`src/rtl/ama_riscv_hpm_csr.sv`:
```
// Hardware performance-monitor CSR bank: mcycle, minstret, NUM_HPM event counters,
// their event selectors and mcountinhibit behind a registered single-cycle CSR port.
module ama_riscv_hpm_csr #(
  parameter int unsigned NUM_HPM    = 4,
  parameter int unsigned CNT_WIDTH  = 64,
  parameter int unsigned NUM_EVENTS = 16,
  parameter int unsigned RET_W      = 2
) (
  input  logic                  clk,
  input  logic                  rst,
  input  logic                  csr_en,
  input  logic                  csr_we,
  input  logic [11:0]           csr_addr,
  input  logic [31:0]           csr_wdata,
  output logic [31:0]           csr_rdata,
  output logic                  csr_rvalid,
  output logic                  csr_illegal,
  input  logic [RET_W-1:0]      ret_cnt,
  input  logic [NUM_EVENTS-1:0] events,
  output logic [NUM_HPM+1:0]    ovf
);

  localparam int unsigned NCNT  = NUM_HPM + 2;
  localparam int unsigned SEL_W = $clog2(NUM_EVENTS);
  localparam int unsigned EV_N  = 1 << SEL_W;
  localparam int unsigned HI_W  = CNT_WIDTH - 32;

  // Counter slot k: 0 = mcycle, 1 = minstret, 2+i = mhpmcounter(3+i)
  function automatic logic [11:0] lo_addr(input int unsigned k);
    return (k == 0) ? 12'hB00 : 12'hB01 + 12'(k);
  endfunction

  function automatic int unsigned inh_bit(input int unsigned k);
    return (k == 0) ? 0 : k + 1;
  endfunction

  function automatic logic [31:0] inh_mask();
    logic [31:0] m;
    m = '0;
    for (int unsigned k = 0; k < NCNT; k++) m[inh_bit(k)] = 1'b1;
    return m;
  endfunction

  localparam logic [31:0] INH_MASK = inh_mask();

  logic [CNT_WIDTH-1:0] cnt     [NCNT];
  logic [CNT_WIDTH-1:0] cnt_nxt [NCNT];
  logic [CNT_WIDTH-1:0] inc     [NCNT];
  logic [CNT_WIDTH:0]   sum     [NCNT];
  logic [SEL_W-1:0]     sel     [NUM_HPM];
  logic [31:0]          inhibit;
  logic [NCNT-1:0]      ovf_nxt;
  logic [NCNT-1:0]      hit_lo;
  logic [NCNT-1:0]      hit_hi;
  logic [NUM_HPM-1:0]   hit_sel;
  logic                 hit_inh;
  logic                 implemented;
  logic                 wr;
  logic                 rd;
  logic [31:0]          rd_mux;
  logic [EV_N-1:0]      ev_pad;

  assign wr = csr_en & csr_we;
  assign rd = csr_en & ~csr_we;

  always_comb begin
    hit_lo  = '0;
    hit_hi  = '0;
    hit_sel = '0;
    hit_inh = (csr_addr == 12'h320);
    for (int unsigned k = 0; k < NCNT; k++) begin
      hit_lo[k] = (csr_addr == lo_addr(k));
      hit_hi[k] = (csr_addr == (lo_addr(k) | 12'h080));
    end
    for (int unsigned i = 0; i < NUM_HPM; i++)
      hit_sel[i] = (csr_addr == 12'h323 + 12'(i));
    implemented = (|hit_lo) | (|hit_hi) | (|hit_sel) | hit_inh;
  end

  // Padding to a power of two lets an out-of-range selector index a zero bit
  always_comb begin
    ev_pad = '0;
    ev_pad[NUM_EVENTS-1:0] = events;
  end

  always_comb begin
    inc[0] = CNT_WIDTH'(1'b1);
    inc[1] = CNT_WIDTH'(ret_cnt);
    for (int unsigned i = 0; i < NUM_HPM; i++)
      inc[2+i] = CNT_WIDTH'((sel[i] != '0) && ev_pad[sel[i]]);
    for (int unsigned k = 0; k < NCNT; k++) begin
      sum[k] = {1'b0, cnt[k]};
      if (!inhibit[inh_bit(k)]) sum[k] = sum[k] + {1'b0, inc[k]};
      cnt_nxt[k] = sum[k][CNT_WIDTH-1:0];
      ovf_nxt[k] = ovf[k] | sum[k][CNT_WIDTH];
      // A write to either half discards the increment for the whole counter
      if (wr && hit_lo[k]) begin
        cnt_nxt[k] = {cnt[k][CNT_WIDTH-1:32], csr_wdata};
        ovf_nxt[k] = 1'b0;
      end
      if (wr && hit_hi[k]) begin
        cnt_nxt[k] = {csr_wdata[HI_W-1:0], cnt[k][31:0]};
        ovf_nxt[k] = 1'b0;
      end
    end
  end

  always_comb begin
    rd_mux = '0;
    for (int unsigned k = 0; k < NCNT; k++) begin
      if (hit_lo[k]) rd_mux = cnt[k][31:0];
      if (hit_hi[k]) rd_mux = 32'(cnt[k][CNT_WIDTH-1:32]);
    end
    for (int unsigned i = 0; i < NUM_HPM; i++)
      if (hit_sel[i]) rd_mux = 32'(sel[i]);
    if (hit_inh) rd_mux = inhibit;
  end

  always_ff @(posedge clk or posedge rst) begin
    if (rst) begin
      for (int unsigned k = 0; k < NCNT; k++) cnt[k] <= '0;
      for (int unsigned i = 0; i < NUM_HPM; i++) sel[i] <= '0;
      inhibit <= '0;
      ovf     <= '0;
    end else begin
      for (int unsigned k = 0; k < NCNT; k++) cnt[k] <= cnt_nxt[k];
      ovf <= ovf_nxt;
      if (wr && hit_inh) inhibit <= csr_wdata & INH_MASK;
      for (int unsigned i = 0; i < NUM_HPM; i++)
        if (wr && hit_sel[i]) sel[i] <= csr_wdata[SEL_W-1:0];
    end
  end

  always_ff @(posedge clk or posedge rst) begin
    if (rst) begin
      csr_rdata   <= '0;
      csr_rvalid  <= 1'b0;
      csr_illegal <= 1'b0;
    end else begin
      csr_rvalid  <= rd;
      csr_illegal <= csr_en & ~implemented;
      if (rd) csr_rdata <= rd_mux;
    end
  end

endmodule

```
`config.mk`:
```
export PLATFORM = sky130hd
export DESIGN_NAME = ama_riscv_hpm_csr
export DESIGN_NICKNAME = d
export VERILOG_FILES = /design/src/rtl/ama_riscv_hpm_csr.sv
export SDC_FILE = /design/constraint.sdc
export NUM_CORES = 2
export LEC_CHECK = 0
export CAP_MARGIN = 10
export CORE_MARGIN = 2
export CORE_UTILIZATION = 35
export DETAILED_ROUTE_END_ITERATION = 10
export PLACE_DENSITY = 0.51
export SETUP_SLACK_MARGIN = 0.02
export SYNTH_ARGS = -nofsm -noshare
export SYNTH_HDL_FRONTEND = slang
export SYNTH_SLANG_ARGS = --single-unit
```
`constraint.sdc`:
```
create_clock -name clk -period 14.6 [get_ports clk]
set_input_delay 2.19 -clock clk [delete_from_list [all_inputs] [get_ports clk]]
set_output_delay 2.19 -clock clk [all_outputs]
set_load 0.005 [all_outputs]
```
Yosys cells after proc, flatten, opt, wreduce, memory -nomap -nowiden. Index checks and enable logic that the tools add are counted.

Register bits: 446. Bits of input ports: 66. Output and inout bits: 40. Word-level logic and storage cells: 181.

Add/sub/neg operators: 6. $lt $le $gt $ge: 4. Equal/unequal tests: 35. Mux-type cells: 55. Bitwise operators: 20. Reductions and logical operators: 40.

Operator list (number): $mux 64 (12); $mux 32 (17); $mux 65 (6); $add 64x1->65 (4); $eq 12x12->1 const B (12); $add 64x1->65 const B (1); $add 64x2->65 (1); $eq 12x10->1 const B (5); $ne 2x1->1 const B (18); $reduce_and 2->1 (12); $logic_and 1x1->1 (21); $lt 4x5->1 const B (4); $bmux 1 s4 (4); $mux 1 (16); $reduce_bool 4->1 (4); $reduce_or 6->1 (2); $or 1x1->1 (9); $not 1->1 (8); $reduce_or 4->1 (1); $and 1x1->1 (3).

Logic depth before layout (Yosys ltp).
Word-level depth: 18. Gate-level depth with buffers: 13. Mapped depth without buffers: 13.

Least setup slack after synthesis. OpenSTA, ideal clock, no wires.

Path type: input to register. Start point: input port events[15]. End point: register cnt[52] in the netlist's numbering. Setup time: 0.125 ns. Arrival time: 4.575 ns. Required time: 14.475 ns. Setup slack: 9.900 ns. Stages on the path: 11. Path buffers: 0. Cells stage by stage: mux4_2 mux4_2 ha_1 ha_1 and4_1 and4_1 nand2_1 nor3_2 nand3_1 xnor2_1 mux2_2.

Longest elaborated chain between the ends: 7.

Ends and longest elaborated chain: start, declared (line 19) `input logic [NUM_EVENTS-1:0] events,`; $bmux 1 s4 (line 90) `inc[2+i] = CNT_WIDTH'((sel[i] != '0) && ev_pad[sel[i]]);`; $mux 1 (not written as such) (line 90); $logic_and 1x1->1 (line 90); $add 64x1->65 (line 93) `if (!inhibit[inh_bit(k)]) sum[k] = sum[k] + {1'b0, inc[k]};`; $mux 65 (line 93); $mux 64 (line 97) `if (wr && hit_lo[k]) begin`; $mux 64 (line 101) `if (wr && hit_hi[k]) begin`; end, declared (line 46) `logic [CNT_WIDTH-1:0] cnt [NCNT];`.

No other way between the ends. The select of a mux whose other input is x is not followed. A chain may end at the register's enable or synchronous reset.

Worst setup path after layout.
Start point: input port csr_addr[2]. End point: register cnt[20] in the netlist's numbering.

Longest elaborated chain between the ends: 4. Elaborated cells between the ends (all ways): 8. Classes of those cells: eq/ne (3); mux (1); bitwise (1); reduce/logical (3).

Ends and longest elaborated chain: start, declared (line 13) `input logic [11:0] csr_addr,`; $eq 12x12->1, on equally long branches (line 72, 73); $logic_and 1x1->1, on equally long branches (line 97, 101); $ne 2x1->1 (no source line) / $not 1->1 (equally long branches); $reduce_and 2->1 (no source line).

Several ways; a longest one is shown, not always the timed one. The select of a mux whose other input is x is not followed.

==> impl_metrics.csv <==
group,metric,value,unit
yosys,yosysTopAreaCell,"dfrtp_1",
cts,clock_latency,0.64,ns
cts,numCtsBuffers,55,
global_route,grt.total_usage,31.0,%
floorplan,die_area,87500,sq um
drt,ant_nets,0,
layout,fillerInstances,8609,
floorplan,ioPinCount,106,
drt,via_count,30100,
drt,dr.pass1.iters,10,
floorplan,coreArea,84000,sq um
timing,period_minus_slack,5.84,ns
pwr,power_density,92.3,nW/um^2
cts,clk_pin_slew,0.06,ns
cts,hold_buffers,0,
setup_path,crit_fanout,22,
yosys,synth_common_cells,"dfrtp_1, nand2_1, a21oi_1, nor2_1, o21ai_0",
timing,final.setup.worst_slack,8.76,ns
layout,final_net_count,3736,
global_route,gr-total-overflow,0,
layout,final-seq-area,11200,sq um
timing,period_share,40.0,%
cts,clock-sinks,446,
global_route,grt_pass1_wl,199,mm
layout,multi_input_comb_area,17400,sq um
timing,whs,0.531,ns
timing,maxSlewHeadroom,16.4,%
yosys,synth_enable_flop_cells,0,
yosys,synthArstFlopShare,100,%
cts,ctsResizeCount,0,
layout,finalNonFillerCells,4836,
pwr,p_leak,13.1,nW
worst_hold_path,hp-class,"reg2reg",
yosys,syn_inst,3685,
setup_path,critPathKind,"in2reg",
setup_path,worstSetupStartpointType,"input pin",
layout,final_area,33800,sq um
placed_design,routabilityCongestion,0.943,
global_route,grt_max_degree,153,
global_route,antenna_found_initial,13,
layout,areaGrowthSynthToFinish,13.6,%
floorplan,rows,106,
yosys,synth_most_common_cell,"dfrtp_1",
drt,drt_iter0_markers,3693,
yosys,ys_seq_area_share,37.5,%
cts,cts_tree,"yes",
yosys,syn_area_per_cell,8.08,sq um
pwr,max-vdd-ir-drop,0.0819,mV
floorplan,initial_core_util,35.5,%
timing,final.setup.tns,0,ns
timing,worstMarginPinSlew,1.25,ns
layout,drive_gt1_share,8.65,%
placed_design,dp_cells,4735,
run_status,status,"complete, no violations",
timing,clock.fmax,171,MHz
placed_design,dpl_cell_area,32000,sq um
placed_design,place_hpwl,95.2,mm
setup_path,arrival,6.40,ns
floorplan,dieHeight,296,um
drt,vias_per_cell,6.23,
yosys,synth_warnings,0,
cts,cts_setup_buffers,0,
cts,ctsLongestPathBuffers,3,
yosys,syn_area,29800,sq um
timing,setup_violations,0,
drt,routedWlPerCell,28.3,um
setup_path,cp_data_required_time,15.17,ns
cts,cts_root_buf,"clkbuf_16",
timing,rsz0062_at_grt,"no",
timing,finClkSkew,0.0259,ns
layout,final_util,40.3,%
yosys,syn-num-nets,3763,
cts,htreeDepth,2,
timing,slew_violations,0,
yosys,yosysTopAreaCellShare,37.5,%
run,maxCapViolCount,0,
placed_design,io_buffers,104,
floorplan,die_x,296,um
pwr,power,3.12,mW
yosys,synthTopCellsByArea,"dfrtp_1, a21oi_1, o21ai_0",
timing,finalHoldViolations,0,
drt,wl,137,mm
yosys,synthFlopType,"dfrtp_1",
placed_design,pre_cts_ws,8.22,ns
setup_path,cp-end-kind,"flop",
drt,drcViolationCount,0,
yosys,synth-seq-cells,446,
global_route,grt_pass1_vias,28000,
yosys,ys_types,96,
placed cells by master (no fill, tap or decap), drive strengths merged, types with 11 or more instances in the layout:
| cell | n |
|---|---|
| a32oi | 19 |
| inv | 72 |
| dfrtp | 446 |
| mux4 | 16 |
| and2 | 15 |
| xor2 | 105 |
| buf | 88 |
| o221ai | 26 |
| nor3 | 107 |
| nor2 | 360 |
| nor2b | 13 |
| clkdlybuf4s50 | 101 |
| clkbuf | 83 |
| a21oi | 420 |
| o22ai | 86 |
| xnor2 | 86 |
| nand4 | 98 |
| mux2 | 39 |
| a31oi | 30 |
| a22oi | 37 |
| o31ai | 31 |
| ha | 11 |
| o22a | 18 |
| and4 | 34 |
| and3 | 70 |
| nor4 | 50 |
| mux2i | 56 |
| a222oi | 28 |
| a221oi | 30 |
| o21ai | 337 |
| o32ai | 11 |
| or3 | 24 |
| nand2 | 421 |
| nand3 | 172 |
cells by family after synthesis:
family / share of synthesized area (%)
buf+inv: 4.57
fa+ha+maj: 0.529
xor+xnor: 5.62
flops: 37.5
mux: 4.57
simple gates: 23.7
compound gates: 23.5
worst paths after layout:
path	slack, ns	depth (start not counted)	start	end
setup / recovery	8.76	9	csr_addr[2]	cnt[20]$_DFFE_PP0P_
hold / removal	0.53	2	ovf[4]$_DFF_PP0_	ovf[4]$_DFF_PP0_
setup reg to reg	10.55	13	sel[9]$_DFFE_PP0P_	cnt[188]$_DFFE_PP0P_
hold reg to reg	0.53	2	ovf[4]$_DFF_PP0_	ovf[4]$_DFF_PP0_
max in group asynchronous	9.58	5	rst	cnt[277]$_DFFE_PP0P_
min in group asynchronous	2.01	2	rst	cnt[123]$_DFFE_PP0P_
report_power, final:
part	switching [mW]	internal (mW)
logic	0.208	0.0971
clock network	0.603	0.859
registers	0.0811	1.28
total	0.891	2.23
routing by layer:
layer  share of wire (%)  wire (um)  track usage [%]  vias up
met2                  45      60900             47.8     1406
met5               0.015         20                0        -
met1                  40      55200             40.9    14800
met4                 6.7       9180             17.9        4
li1                    -          -                -    13600
met3                 8.5      11600             5.31      344
final cells by class:
class,instances,area share (%)
Tap cell,1134,4.19
Clock inverter,16,0.643
Clock buffer,83,4.85
Antenna cell,2,0.0148
Multi-Input combinational cell,2895,51.5
Sequential cell,446,33.0
Inverter,71,0.799
Timing Repair Buffer,189,5.00
sequential cells by signal, indices dropped and copies added (netlist names):
signal and cells:
inhibit 6, csr_illegal 1, sel 16, cnt 384
ovf 6, csr_rvalid 1, csr_rdata 32
worst max-delay path, cell delays in order:
cell             delay [ns]
clkdlybuf4s50_1        1.07
or4bb_1                0.82
buf_4                  0.34
nor3_2                 0.27
nand2_1                0.37
nor2_2                 0.85
or3b_2                 0.25
o21ai_0                0.08
a21oi_1                0.15
Note: power is estimated with default switching activity, not from simulation.
